**config.mk**
```make
export PLATFORM = sky130hd
export DESIGN_NAME = mem_access_ctrl_flat
export DESIGN_NICKNAME = d
export VERILOG_FILES = /design/src/rtl/mem_access_ctrl_if.sv /design/src/rtl/mem_access_ctrl.sv /design/src/flat_wrapper.sv
export SDC_FILE = /design/constraint.sdc
export NUM_CORES = 1
export LEC_CHECK = 0
export BUFFER_PORTS_ARGS = -buffer_cell sky130_fd_sc_hd__buf_4
export CAP_MARGIN = 20
export CORE_ASPECT_RATIO = 0.6
export CORE_UTILIZATION = 28
export DETAILED_ROUTE_END_ITERATION = 8
export PLACE_DENSITY = 0.61
export REMOVE_ABC_BUFFERS = 1
export SLEW_MARGIN = 40
export SYNTH_ARGS = -nofsm -noshare
export SYNTH_HDL_FRONTEND = slang
export SYNTH_SLANG_ARGS = --single-unit
```
**constraint.sdc**
```tcl
create_clock -name Clk -period 2.5 [get_ports Clk]
set_clock_uncertainty 0.15 [all_clocks]
set_input_delay 0.125 -clock Clk [delete_from_list [all_inputs] [get_ports Clk]]
set_output_delay 0.125 -clock Clk [all_outputs]
set_load 0.02 [all_outputs]
```
**src/rtl/mem_access_ctrl_if.sv**
```systemverilog
// mem_access_ctrl_if -- bundle of the requester, MAR/MDR and SRAM signals
// of mem_access_ctrl. The controller uses the slave modport; whatever drives
// requests and models the SRAM uses the master modport.
interface mem_access_ctrl_if;
    // CPU requester
    logic        cpu_req;
    logic        cpu_we;
    logic [15:0] cpu_addr;
    logic [15:0] cpu_wdata;
    logic        cpu_done;
    // Debug-loader requester
    logic        dbg_req;
    logic        dbg_we;
    logic [15:0] dbg_addr;
    logic [15:0] dbg_wdata;
    logic        dbg_done;
    // Shared read-back and status
    logic [15:0] rdata;
    logic        busy;
    logic        grant;
    // MAR/MDR load path
    logic        LD_MAR;
    logic        LD_MDR;
    logic [15:0] MAR_In;
    logic [15:0] MDR_In;
    // SRAM side
    logic        mem_ce_n;
    logic        mem_oe_n;
    logic        mem_we_n;
    logic [15:0] mem_rdata;

    modport slave (
        input  cpu_req, cpu_we, cpu_addr, cpu_wdata,
        input  dbg_req, dbg_we, dbg_addr, dbg_wdata,
        input  mem_rdata,
        output cpu_done, dbg_done, rdata, busy, grant,
        output LD_MAR, LD_MDR, MAR_In, MDR_In,
        output mem_ce_n, mem_oe_n, mem_we_n
    );

    modport master (
        output cpu_req, cpu_we, cpu_addr, cpu_wdata,
        output dbg_req, dbg_we, dbg_addr, dbg_wdata,
        output mem_rdata,
        input  cpu_done, dbg_done, rdata, busy, grant,
        input  LD_MAR, LD_MDR, MAR_In, MDR_In,
        input  mem_ce_n, mem_oe_n, mem_we_n
    );
endinterface

```
**src/rtl/mem_access_ctrl.sv**
```systemverilog
// mem_access_ctrl -- arbitrates a CPU and a debug loader onto one
// asynchronous SRAM. Each transaction walks IDLE -> ADDR -> ACCESS
// (WAIT_CYCLES cycles) -> COMPLETE, loading MAR/MDR and driving the
// active-low SRAM strobes.
// Optional feature: define MEM_ACCESS_CTRL_RR_EN for round-robin arbitration
// of simultaneous requests; otherwise the CPU has fixed priority.
module mem_access_ctrl #(
    parameter int unsigned WAIT_CYCLES = 2   // legal 1..15
) (
    input  logic               Clk,
    input  logic               Reset,        // asynchronous, active low
    mem_access_ctrl_if.slave   bus
);

    typedef enum logic [1:0] {
        IDLE     = 2'd0,
        ADDR     = 2'd1,
        ACCESS   = 2'd2,
        COMPLETE = 2'd3
    } state_t;

    localparam logic [3:0] CNT_INIT = 4'(WAIT_CYCLES - 1);

    state_t      state_q;
    state_t      state_d;
    logic [3:0]  cnt_q;
    logic        grant_q;     // 0 = CPU, 1 = debug
    logic        we_q;
    logic [15:0] addr_q;
    logic [15:0] wdata_q;
    logic [15:0] rdata_q;
    logic        any_req;
    logic        sel_dbg;     // arbitration result, meaningful in IDLE
    logic        start;       // IDLE -> ADDR edge: sample the winner

    assign any_req = bus.cpu_req | bus.dbg_req;
    assign start   = (state_q == IDLE) && any_req;

`ifdef MEM_ACCESS_CTRL_RR_EN
    logic rr_last_q;          // requester granted most recently

    // Round-robin: on a tie, grant whoever was not granted last.
    always_comb begin
        sel_dbg = bus.dbg_req & ~bus.cpu_req;
        if (bus.cpu_req && bus.dbg_req) begin
            sel_dbg = ~rr_last_q;
        end
    end

    // Round-robin pointer follows every grant; starts pointing at debug.
    always_ff @(posedge Clk or negedge Reset) begin
        if (!Reset) begin
            rr_last_q <= 1'b1;
        end else if (start) begin
            rr_last_q <= sel_dbg;
        end
    end
`else
    // Fixed priority: the CPU wins any tie.
    assign sel_dbg = bus.dbg_req & ~bus.cpu_req;
`endif

    // State register.
    always_ff @(posedge Clk or negedge Reset) begin
        // NOTE: non-blocking assignments so every flop samples pre-edge values.
        if (!Reset) begin
            state_q <= IDLE;
        end else begin
            state_q <= state_d;
        end
    end

    // Next-state logic.
    always_comb begin
        // NOTE: default first so no path leaves state_d unassigned (no latch).
        state_d = state_q;
        unique case (state_q)
            IDLE:     if (any_req) state_d = ADDR;
            ADDR:     state_d = ACCESS;
            ACCESS:   if (cnt_q == 4'd0) state_d = COMPLETE;
            COMPLETE: state_d = IDLE;
            default:  state_d = IDLE;
        endcase
    end

    // Request capture, wait counter and read-data register.
    always_ff @(posedge Clk or negedge Reset) begin
        if (!Reset) begin
            cnt_q   <= 4'd0;
            grant_q <= 1'b0;
            we_q    <= 1'b0;
            addr_q  <= 16'h0000;
            wdata_q <= 16'h0000;
            rdata_q <= 16'h0000;
        end else begin
            if (start) begin
                grant_q <= sel_dbg;
                we_q    <= sel_dbg ? bus.dbg_we    : bus.cpu_we;
                addr_q  <= sel_dbg ? bus.dbg_addr  : bus.cpu_addr;
                wdata_q <= sel_dbg ? bus.dbg_wdata : bus.cpu_wdata;
            end
            if (state_q == ADDR) begin
                cnt_q <= CNT_INIT;
            end else if (state_q == ACCESS) begin
                if (cnt_q != 4'd0) begin
                    cnt_q <= cnt_q - 4'd1;
                end else if (!we_q) begin
                    rdata_q <= bus.mem_rdata;
                end
            end
        end
    end

    // Moore outputs decoded from the current state and captured request.
    always_comb begin
        bus.LD_MAR   = 1'b0;
        bus.LD_MDR   = 1'b0;
        bus.MAR_In   = 16'h0000;
        bus.MDR_In   = 16'h0000;
        bus.mem_ce_n = 1'b1;
        bus.mem_oe_n = 1'b1;
        bus.mem_we_n = 1'b1;
        bus.cpu_done = 1'b0;
        bus.dbg_done = 1'b0;
        unique case (state_q)
            ADDR: begin
                bus.LD_MAR = 1'b1;
                bus.MAR_In = addr_q;
                if (we_q) begin
                    bus.LD_MDR = 1'b1;
                    bus.MDR_In = wdata_q;
                end
            end
            ACCESS: begin
                // Exactly one of oe_n/we_n is driven low, chosen by we_q.
                bus.mem_ce_n = 1'b0;
                bus.mem_oe_n = we_q;
                bus.mem_we_n = ~we_q;
            end
            COMPLETE: begin
                bus.cpu_done = ~grant_q;
                bus.dbg_done = grant_q;
                if (!we_q) begin
                    bus.LD_MDR = 1'b1;
                    bus.MDR_In = rdata_q;
                end
            end
            default: ;
        endcase
    end

    assign bus.rdata = rdata_q;
    assign bus.grant = grant_q;
    assign bus.busy  = (state_q != IDLE);

endmodule
```
**src/flat_wrapper.sv**
```systemverilog
// flat-port wrapper written by rule: the top's interface ports become plain ports
module mem_access_ctrl_flat 
#(
    parameter int unsigned WAIT_CYCLES = 2                 
)
  (Clk, Reset, bus_cpu_req, bus_cpu_we, bus_cpu_addr, bus_cpu_wdata, bus_dbg_req, bus_dbg_we, bus_dbg_addr, bus_dbg_wdata, bus_mem_rdata, bus_cpu_done, bus_dbg_done, bus_rdata, bus_busy, bus_grant, bus_LD_MAR, bus_LD_MDR, bus_MAR_In, bus_MDR_In, bus_mem_ce_n, bus_mem_oe_n, bus_mem_we_n);
  mem_access_ctrl_if bus_i ();
  input  logic Clk;
  input  logic Reset;
  input wire logic [$bits(bus_i.cpu_req)-1:0] bus_cpu_req;
  input wire logic [$bits(bus_i.cpu_we)-1:0] bus_cpu_we;
  input wire logic [$bits(bus_i.cpu_addr)-1:0] bus_cpu_addr;
  input wire logic [$bits(bus_i.cpu_wdata)-1:0] bus_cpu_wdata;
  input wire logic [$bits(bus_i.dbg_req)-1:0] bus_dbg_req;
  input wire logic [$bits(bus_i.dbg_we)-1:0] bus_dbg_we;
  input wire logic [$bits(bus_i.dbg_addr)-1:0] bus_dbg_addr;
  input wire logic [$bits(bus_i.dbg_wdata)-1:0] bus_dbg_wdata;
  input wire logic [$bits(bus_i.mem_rdata)-1:0] bus_mem_rdata;
  output wire logic [$bits(bus_i.cpu_done)-1:0] bus_cpu_done;
  output wire logic [$bits(bus_i.dbg_done)-1:0] bus_dbg_done;
  output wire logic [$bits(bus_i.rdata)-1:0] bus_rdata;
  output wire logic [$bits(bus_i.busy)-1:0] bus_busy;
  output wire logic [$bits(bus_i.grant)-1:0] bus_grant;
  output wire logic [$bits(bus_i.LD_MAR)-1:0] bus_LD_MAR;
  output wire logic [$bits(bus_i.LD_MDR)-1:0] bus_LD_MDR;
  output wire logic [$bits(bus_i.MAR_In)-1:0] bus_MAR_In;
  output wire logic [$bits(bus_i.MDR_In)-1:0] bus_MDR_In;
  output wire logic [$bits(bus_i.mem_ce_n)-1:0] bus_mem_ce_n;
  output wire logic [$bits(bus_i.mem_oe_n)-1:0] bus_mem_oe_n;
  output wire logic [$bits(bus_i.mem_we_n)-1:0] bus_mem_we_n;
  assign bus_i.cpu_req = bus_cpu_req;
  assign bus_i.cpu_we = bus_cpu_we;
  assign bus_i.cpu_addr = bus_cpu_addr;
  assign bus_i.cpu_wdata = bus_cpu_wdata;
  assign bus_i.dbg_req = bus_dbg_req;
  assign bus_i.dbg_we = bus_dbg_we;
  assign bus_i.dbg_addr = bus_dbg_addr;
  assign bus_i.dbg_wdata = bus_dbg_wdata;
  assign bus_i.mem_rdata = bus_mem_rdata;
  assign bus_cpu_done = bus_i.cpu_done;
  assign bus_dbg_done = bus_i.dbg_done;
  assign bus_rdata = bus_i.rdata;
  assign bus_busy = bus_i.busy;
  assign bus_grant = bus_i.grant;
  assign bus_LD_MAR = bus_i.LD_MAR;
  assign bus_LD_MDR = bus_i.LD_MDR;
  assign bus_MAR_In = bus_i.MAR_In;
  assign bus_MDR_In = bus_i.MDR_In;
  assign bus_mem_ce_n = bus_i.mem_ce_n;
  assign bus_mem_oe_n = bus_i.mem_oe_n;
  assign bus_mem_we_n = bus_i.mem_we_n;
  mem_access_ctrl #(.WAIT_CYCLES(WAIT_CYCLES)) u_core (.Clk(Clk), .Reset(Reset), .bus(bus_i));
endmodule
```
# Word level (Yosys, flattened, before mapping)

Index checks and enable logic that the tools add are counted.
Widths: inputs -> output; s select.

Register bits: 56
Input port bits: 86
Output and inout bits: 57
Logic and storage cells: 52

Add/sub/neg operators: 1
Eq/ne operators: 5
Multiplexer cells: 22
Bitwise logic cells: 7
Reduce and logical (&&, ||, !) cells: 10

Operators by type and width:

| operator            | number |
|---|---|
| $mux 16             | 5 |
| $pmux 16 s2         | 1 |
| $mux 4              | 3 |
| $mux 1              | 9 |
| $pmux 2 s4          | 1 |
| $reduce_bool 2->1   | 3 |
| $not 1->1           | 5 |
| $eq 2x2->1 const B  | 2 |
| $logic_not 4->1     | 1 |
| $mux 2              | 2 |
| $ne 2x1->1 const B  | 2 |
| $reduce_and 2->1    | 2 |
| $reduce_and 4->1    | 1 |
| $reduce_bool 4->1   | 1 |
| $sub 4x1->4 const B | 1 |
| $eq 2x1->1 const B  | 1 |
| $logic_not 2->1     | 1 |
| $pmux 1 s2          | 1 |
| $and 1x1->1         | 1 |
| $logic_and 1x1->1   | 1 |
| $or 1x1->1          | 1 |

# Depth between registers and ports, before layout

Gate-level depths: netlist of run 1.

Word-level depth: 4
Gate-level depth with buffers: 7
Gate-level depth less buffers: 5

# Least setup slack after synthesis of run 1

OpenSTA, ideal clock, no wires.

Kind: register -> register
From: register u_core.state_q[0]
To: register u_core.rdata_q[0], in the netlist u_core.bus.rdata[0]
Library setup time: 125 ps
Data arrival time: 1970 ps
Data required time: 2225 ps
Setup slack: 255 ps
Cell stages (with the launch flop): 8
Buffers on the path: 2
Period minus slack after synthesis: 2245 ps
Cell sequence: dfrtp_1 > inv_1 > ha_1 > or2b_2 > or3_1 > buf_6 > buf_12 > mux2_4

Cells in the longest elaborated chain, start to end: 3
Elaborated cells on any way between the ends: 4
Classes of those cells: eq/ne (2); bitwise (1); reduce/logical (1)

RTL lines:

| what                           | RTL line               | RTL |
|---|---|---|
| from (decl)                    | mem_access_ctrl.sv:24  | `state_t state_q;` |
| from (signal assigned)         | mem_access_ctrl.sv:69  | `state_q <= state_d;` |
| $eq 2x1->1                     | mem_access_ctrl.sv:102 | `if (state_q == ADDR) begin` |
| $not 1->1 (no line)            | --                     |  |
| $reduce_and 4->1 (no line) (*) | --                     |  |
| to (signal assigned)           | mem_access_ctrl.sv:108 | `rdata_q <= bus.mem_rdata;` |
| to (decl)                      | mem_access_ctrl.sv:31  | `logic [15:0] rdata_q;` |

Mark *: on every way between the ends. The rest lies on a longest branch, timed or not.
A chain may end at the register's enable or synchronous reset.

# Worst setup path in the final report of run 1

From: register u_core.cnt_q[0]
To: register u_core.rdata_q[1], in the netlist u_core.bus.rdata[1]

Cells in the longest elaborated chain, start to end: 3

RTL lines:

| what                       | RTL line               | RTL |
|---|---|---|
| from (decl)                | mem_access_ctrl.sv:26  | `logic [3:0] cnt_q;` |
| from (signal assigned)     | mem_access_ctrl.sv:106 | `cnt_q <= cnt_q - 4'd1;` |
| $reduce_bool 4->1          | mem_access_ctrl.sv:105 | `if (cnt_q != 4'd0) begin` |
| $not 1->1 (no line)        | --                     |  |
| $reduce_and 4->1 (no line) | --                     |  |

No other way between the ends.

==> impl_metrics.tcl, run 1 <==
set metrics [dict create \
    via_count 2727 \
    cts-htree-levels 2 \
    first_global_vias 2704 \
    power.ir.vdd_worst_uv 529 \
    synth_most_common_cell "sky130_fd_sc_hd__dfrtp_1" \
    synth_edf_count 0 \
    cts_tree "built" \
    drtIter0Drc 94 \
    yosys_warnings 0 \
    hp-class "in2reg" \
    worstPathMaxFanout 16 \
    clkLatencyLatePin_ps 290 \
    initial_standard_cell_utilization_of_the_core_pct 29.1 \
    post_dp_cell_area_mm2 0.00413 \
    grt_overflow_total 0 \
    fp.dieArea_mm2 0.0108 \
    ioPinCount 143 \
    global_route_wire_length_before_repair_mm 13.3 \
    switching_share_pct 38.7 \
    pre_cts_ws_ps 212 \
    required_ps 2530 \
    finalCritPeriodShare_pct 91.9 \
    timing.critical_path.slowest_stage_cell "sky130_fd_sc_hd__or3b_4" \
    num_antenna_cells 0 \
    groute.usage.overall_pct 15.9 \
    end_kind "flop" \
    synth.cells.most_frequent "sky130_fd_sc_hd__dfrtp_1 (56), sky130_fd_sc_hd__mux2i_1 (36), sky130_fd_sc_hd__o21ai_0 (35)" \
    max_freq_ghz 0.435 \
    post_route_cells_drive_above_1_share_pct 37.7 \
    path_class "reg2reg" \
    worst_setup_hold_path_clk_slew_ps 70 \
    netlist_top_cells_area "sky130_fd_sc_hd__dfrtp_1 (48%), sky130_fd_sc_hd__mux2i_1 (12%), sky130_fd_sc_hd__o21ai_0 (6.0%), sky130_fd_sc_hd__mux2_4 (5.2%), sky130_fd_sc_hd__a22o_1 (4.8%)" \
    timing.max_slew.rel_slack_pct 52.0 \
    port_buffers 142 \
    cts_max_path_buffers 2 \
    wire_per_inst_um 14.1 \
    total_power_w 0.00525 \
    nets 564 \
    ctsRootBufferMaster "sky130_fd_sc_hd__clkbuf_16" \
    ys_seq_area_share_pct 48.4 \
    crit_path_cell_trace "inv_1 -> ha_1 -> or3b_4 -> or3_1 -> buf_4 -> mux2_4" \
    final_cell_count_no_fill 607 \
    detail_route.drc_violations 0 \
    antenna_found_initial 0 \
    power.leakage_nw 2.44 \
    via_per_inst 4.49 \
    gpl.final_weighted_congestion 0.737 \
    hold_viol 0 \
    netlist.top_cell.by_area "sky130_fd_sc_hd__dfrtp_1" \
    ys.flop_type "sky130_fd_sc_hd__dfrtp_1" \
    synth-async-reset-ratio_pct 100 \
    grt_max_degree 57 \
    synth_seq_cells 56 \
    avgSynthCellArea_um2 10.8 \
    syn_inst 267 \
    p_sw_w 0.00203 \
    share_clk_of_total_power_pct 16.9 \
    rsz0062_at_grt "no" \
    synth.cell_area_mm2 0.00290 \
    syn2layout_area_growth_pct 72.6 \
    critical_path.startpoint_type "flop" \
    rows 28 \
    timing.critical_path.slowest_cell_delay_ps 420 \
    drv_cap 0 \
    synth.top_cell.area_share_pct 48.4 \
    post_synthesis_cell_type_count 32 \
    dp_cells 532 \
    cts_setup_buffers 0 \
    tritoncts_buffer_count 5 \
    slew_viol_final 0 \
    clkSinkCount 56 \
    power_report.internal_total_w 0.00322 \
    layout_setup_ws_ps 203 \
    setup_viol 0 \
    detail_placement_hpwl_mm 5.66 \
    drtPass1Iterations 4 \
    detail_route_antenna_nets 0 \
    floorplan.core_area_mm2 0.00995 \
    p_comb_share_pct 51.3 \
    status "finished clean" \
    power.density_mw_per_mm2 1050 \
    die_w_um 133 \
    postRouteWirelength_mm 8.54 \
    seqPwrFrac_pct 31.8 \
    post-route-cell-area_mm2 0.00500 \
    final_period_minus_worst_setup_slack_ps 2300 \
    critical_path_arrival_ps 2320 \
    worst_pin_slew_ps 720 \
    die_h_um 80.8 \
]
==> metal layers <==
layer	vias to the layer above	wire, um	track usage [%]
met2	93	3970	26.6
li1	1338	-	-
met1	1285	4010	21.0
met4	0	90	4.43
met3	11	472	3.43
met5	-	0	0
==> cell usage in the layout (no fill, tap or decap), drive strengths merged <==
cell type,synthesis,layout
a211oi,1,1
mux2,16,16
o21ai,35,35
nor2b,5,5
clkbuf,12,5
o22ai,1,1
nor2,2,2
dfrtp,56,56
or3b,1,1
mux2i,36,36
dlygate4sd3,0,68
o22a,1,1
a22o,16,16
a21oi,2,2
or3,1,1
and2,18,18
inv,7,7
o41ai,1,1
nand2b,1,1
nor3b,1,1
nor4b,1,1
buf,7,149
a22oi,1,1
nand2,34,34
or2,1,1
ha,6,6
or2b,1,1
o2bb2ai,1,1
nor3,2,2
bufinv,0,2
==> kinds of logic after synthesis <==
kind of cell	Yosys count	synth area share, %
AO/OA/AOI/OAI	59	12.9
adder cells (fa/ha/maj)	6	2.59
buffers and inverters	26	4.32
flip-flops	56	48.4
multiplexers	52	20.0
AND/OR/NAND/NOR	68	11.9
==> state kept, by name, indices dropped and copies added (netlist names) <==
signal            cells
u_core.we_q           1
u_core.bus.grant      1
u_core.bus.rdata     16
u_core.addr_q        16
u_core.wdata_q       16
u_core.state_q        2
u_core.cnt_q          4
==> worst paths after layout <==
check,from,end,depth (start not counted),slack (ps)
min in group asynchronous,Reset,u_core.addr_q[14],2,260
setup reg to reg,u_core.cnt_q[0],u_core.bus.rdata[1],6,200
max in group asynchronous,Reset,u_core.bus.grant,2,1440
hold reg to reg,u_core.addr_q[15],u_core.addr_q[15],2,320
setup / recovery,u_core.cnt_q[0],u_core.bus.rdata[1],6,200
hold / removal,bus_cpu_addr[3],u_core.addr_q[3],3,0.2
==> worst max-delay path, delay by kind of cell (launching register included) <==
kind | cells | cell delay, ps
fa+ha+maj | 1 | 210
buf+inv | 2 | 360
flops | 1 | 400
mux | 1 | 320
simple gates | 2 | 740
==> power groups by stage <==
stage / combinational [W] / sequential (W) / clock (W)
final: 0.00269 / 0.00167 / 0.000888
after global routing: 0.00293 / 0.00173 / 0.000958
after CTS: 0.00271 / 0.00167 / 0.000914
after detailed placement: 0.00260 / 0.00168 / 0
after global placement: 0.00248 / 0.00166 / 0
after floorplan: 0.00138 / 0.00178 / 0
==> per-stage QoR <==
step	hold WS, ps	util (%)	TNS [ps]
finish	0.227	50.2	0
global route	6.59	50.2	0
CTS	1.04	50.2	0
detailed placement	84.7	41.5	0
global placement	78.0	41.2	0
floorplan	-321	-	-43850
==> what timing repair did <==
item	4_1_cts	5_1_grt
endpoints found under the hold margin	98	0
setup endpoints to repair	0	17
resized for setup	0	1
hold buffers	68	0
==> cell type report <==
type	instances	area (um^2)
Multi-Input combinational cell	185	1390
Sequential cell	56	1400
Timing Repair Buffer	217	1830
Clock buffer	5	125
Tap cell	135	169
Fill cell	912	4950
Inverter	7	26.3
Clock inverter	2	60.1
No activity file was read; power rests on OpenSTA's default activity.
==> inputs of run 2 (changes only) <==
--- a/config.mk
+++ b/config.mk
@@ -10,7 +10,7 @@
 export CORE_ASPECT_RATIO = 0.6
 export CORE_UTILIZATION = 28
 export DETAILED_ROUTE_END_ITERATION = 8
-export PLACE_DENSITY = 0.61
+export PLACE_DENSITY = 0.62
 export REMOVE_ABC_BUFFERS = 1
 export SLEW_MARGIN = 40
 export SYNTH_ARGS = -nofsm -noshare
==> impl_metrics.tcl, run 2 (synthesized netlist as in run 1, its figures left out) <==
set metrics [dict create \
    grt_busiest_layer "met2" \
    rows 28 \
    finalCritPeriodShare_pct 93.5 \
    num_antenna_cells 0 \
    tns_ps 0 \
    hold_viol 0 \
    pre_cts_ws_ps 262 \
    drtPass1Iterations 4 \
    syn2layout_area_growth_pct 74.1 \
    postRouteWirelength_mm 8.77 \
    grt_max_degree 57 \
    first_global_vias 2819 \
    grt_overflow_total 0 \
    path_class "in2reg" \
    max_freq_ghz 0.428 \
    hp-class "in2reg" \
    final_common_cell "sky130_fd_sc_hd__buf_4" \
    power.ir.vdd_worst_uv 478 \
    worst_pin_slew_ps 712 \
    cts_setup_buffers 0 \
    ioPinCount 143 \
    grt.met1_usage_pct 20.1 \
    gpl.final_weighted_congestion 0.769 \
    end_kind "flop" \
    detail_route.drc_violations 0 \
    layout.core_utilization_pct 50.7 \
    reg2regPathDepth 6 \
    setup_viol 0 \
    initial_standard_cell_utilization_of_the_core_pct 29.1 \
    post_route_cells_drive_above_1_share_pct 37.2 \
    critical_path.reg2reg.startpoint "u_core.cnt_q[0]" \
    critical_path_arrival_ps 2340 \
    cts_max_path_buffers 2 \
    floorplan.core_area_mm2 0.00995 \
    via_per_inst 4.49 \
    status "finished clean" \
    tritoncts_buffer_count 5 \
    global_route_wire_length_before_repair_mm 13.8 \
    die_w_um 133 \
    final_period_minus_worst_setup_slack_ps 2340 \
    groute.layer.met3.usage_pct 4.37 \
    worst_setup_path_startpoint "bus_cpu_req" \
    total_power_w 0.00521 \
    timing.max_slew.rel_slack_pct 52.6 \
    groute.layer.met2.usage_pct 28.9 \
    detail_placement_hpwl_mm 5.76 \
    cts_tree "built" \
    power.density_mw_per_mm2 1030 \
    rsz0062_at_grt "no" \
    required_ps 2510 \
    worstHoldPathCells 3 \
    critical_path.startpoint_type "input pin" \
    timing.hold.worst.start "bus_dbg_wdata[8]" \
    via_count 2757 \
    most_used_cells_in_the_layout_excluding_fill_and_tap_cells "sky130_fd_sc_hd__buf_4 (147), sky130_fd_sc_hd__dlygate4sd3_1 (74), sky130_fd_sc_hd__dfrtp_1 (56)" \
    power.leakage_nw 2.45 \
    antenna_found_initial 0 \
    port_buffers 142 \
    fp.dieArea_mm2 0.0108 \
    die_h_um 80.8 \
    drtIter0Drc 49 \
    ctsRootBufferMaster "sky130_fd_sc_hd__clkbuf_16" \
    clkLatencyLatePin_ps 290 \
    clkSinkCount 56 \
    cts-htree-levels 2 \
    slew_viol_final 0 \
    groute.usage.overall_pct 16.5 \
    drv_cap 0 \
    cts-resized-gates 0 \
    detail_route_antenna_nets 0 \
    worstPathMaxFanout 26 \
    wire_per_inst_um 14.3 \
    worst_setup_hold_path_clk_slew_ps 70 \
    layout_setup_ws_ps 162 \
    nets 570 \
]
[run 2: cell types whose count changed in the layout (fill, tap and decap cells not counted), sizes merged]
cell / delta
clkbuf: +1
bufinv: -1
clkinv: +1
dlygate4sd3: +6
[run 2: worst paths after layout]
| path | to | slack, ps |
|---|---|---|
| worst max-delay path | u_core.wdata_q[14] | 160 |
| worst min-delay path | u_core.wdata_q[8] | 2 |
| worst max register to register | u_core.bus.rdata[10] | 250 |
| worst min register to register | u_core.addr_q[12] | 320 |
| max in group asynchronous | u_core.addr_q[8] | 1450 |
| min in group asynchronous | u_core.wdata_q[12] | 270 |
[run 2: power breakdown]
part	internal, W	switching, W	leakage (nW)
combinational	0.00130	0.00140	1.69
sequential	0.00136	0.000318	0.678
clock	0.000502	0.000326	0.0871
total	0.00316	0.00205	2.45
[run 2: worst max-delay path, stage by stage]
cell and delay [ps]:
sky130_fd_sc_hd__dlygate4sd3_1 540, sky130_fd_sc_hd__buf_4 160, sky130_fd_sc_hd__nor2b_4 360, sky130_fd_sc_hd__buf_12 280, sky130_fd_sc_hd__mux2i_1 220, sky130_fd_sc_hd__dlygate4sd3_1 580
sky130_fd_sc_hd__o21ai_0 70
[run 2: area by class of cell]
class                           instances  area [um^2]
Clock buffer                            6          139
Tap cell                              135          169
Inverter                                7         26.3
Multi-Input combinational cell        185         1390
Fill cell                             920         4910
Clock inverter                          2         38.8
Sequential cell                        56         1400
Timing Repair Buffer                  223         1880
[run 2: metrics by stage]
stage	cells	hold slack (ps)	cell area [um^2]
finish	614	2.37	5040
global route	614	35.4	5040
CTS	614	1.19	5040
detailed placement	532	78.4	4120
global placement	531	84.3	4110
floorplan	248	-321	2800
[run 2: repair_timing]
item | 4_1_cts | 5_1_grt
hold endpoints to repair | 101 | 0
setup endpoints to repair | 0 | 0
hold buffers | 74 | 0
[run 2: routing by layer]
| layer | wire length (um) | up-vias | share of wire, % |
|---|---|---|---|
| met4 | 112 | 0 | 1.3 |
| li1 | - | 1348 | - |
| met3 | 573 | 10 | 6.5 |
| met5 | 0 | - | 0 |
| met2 | 4110 | 103 | 47 |
| met1 | 3980 | 1296 | 45 |
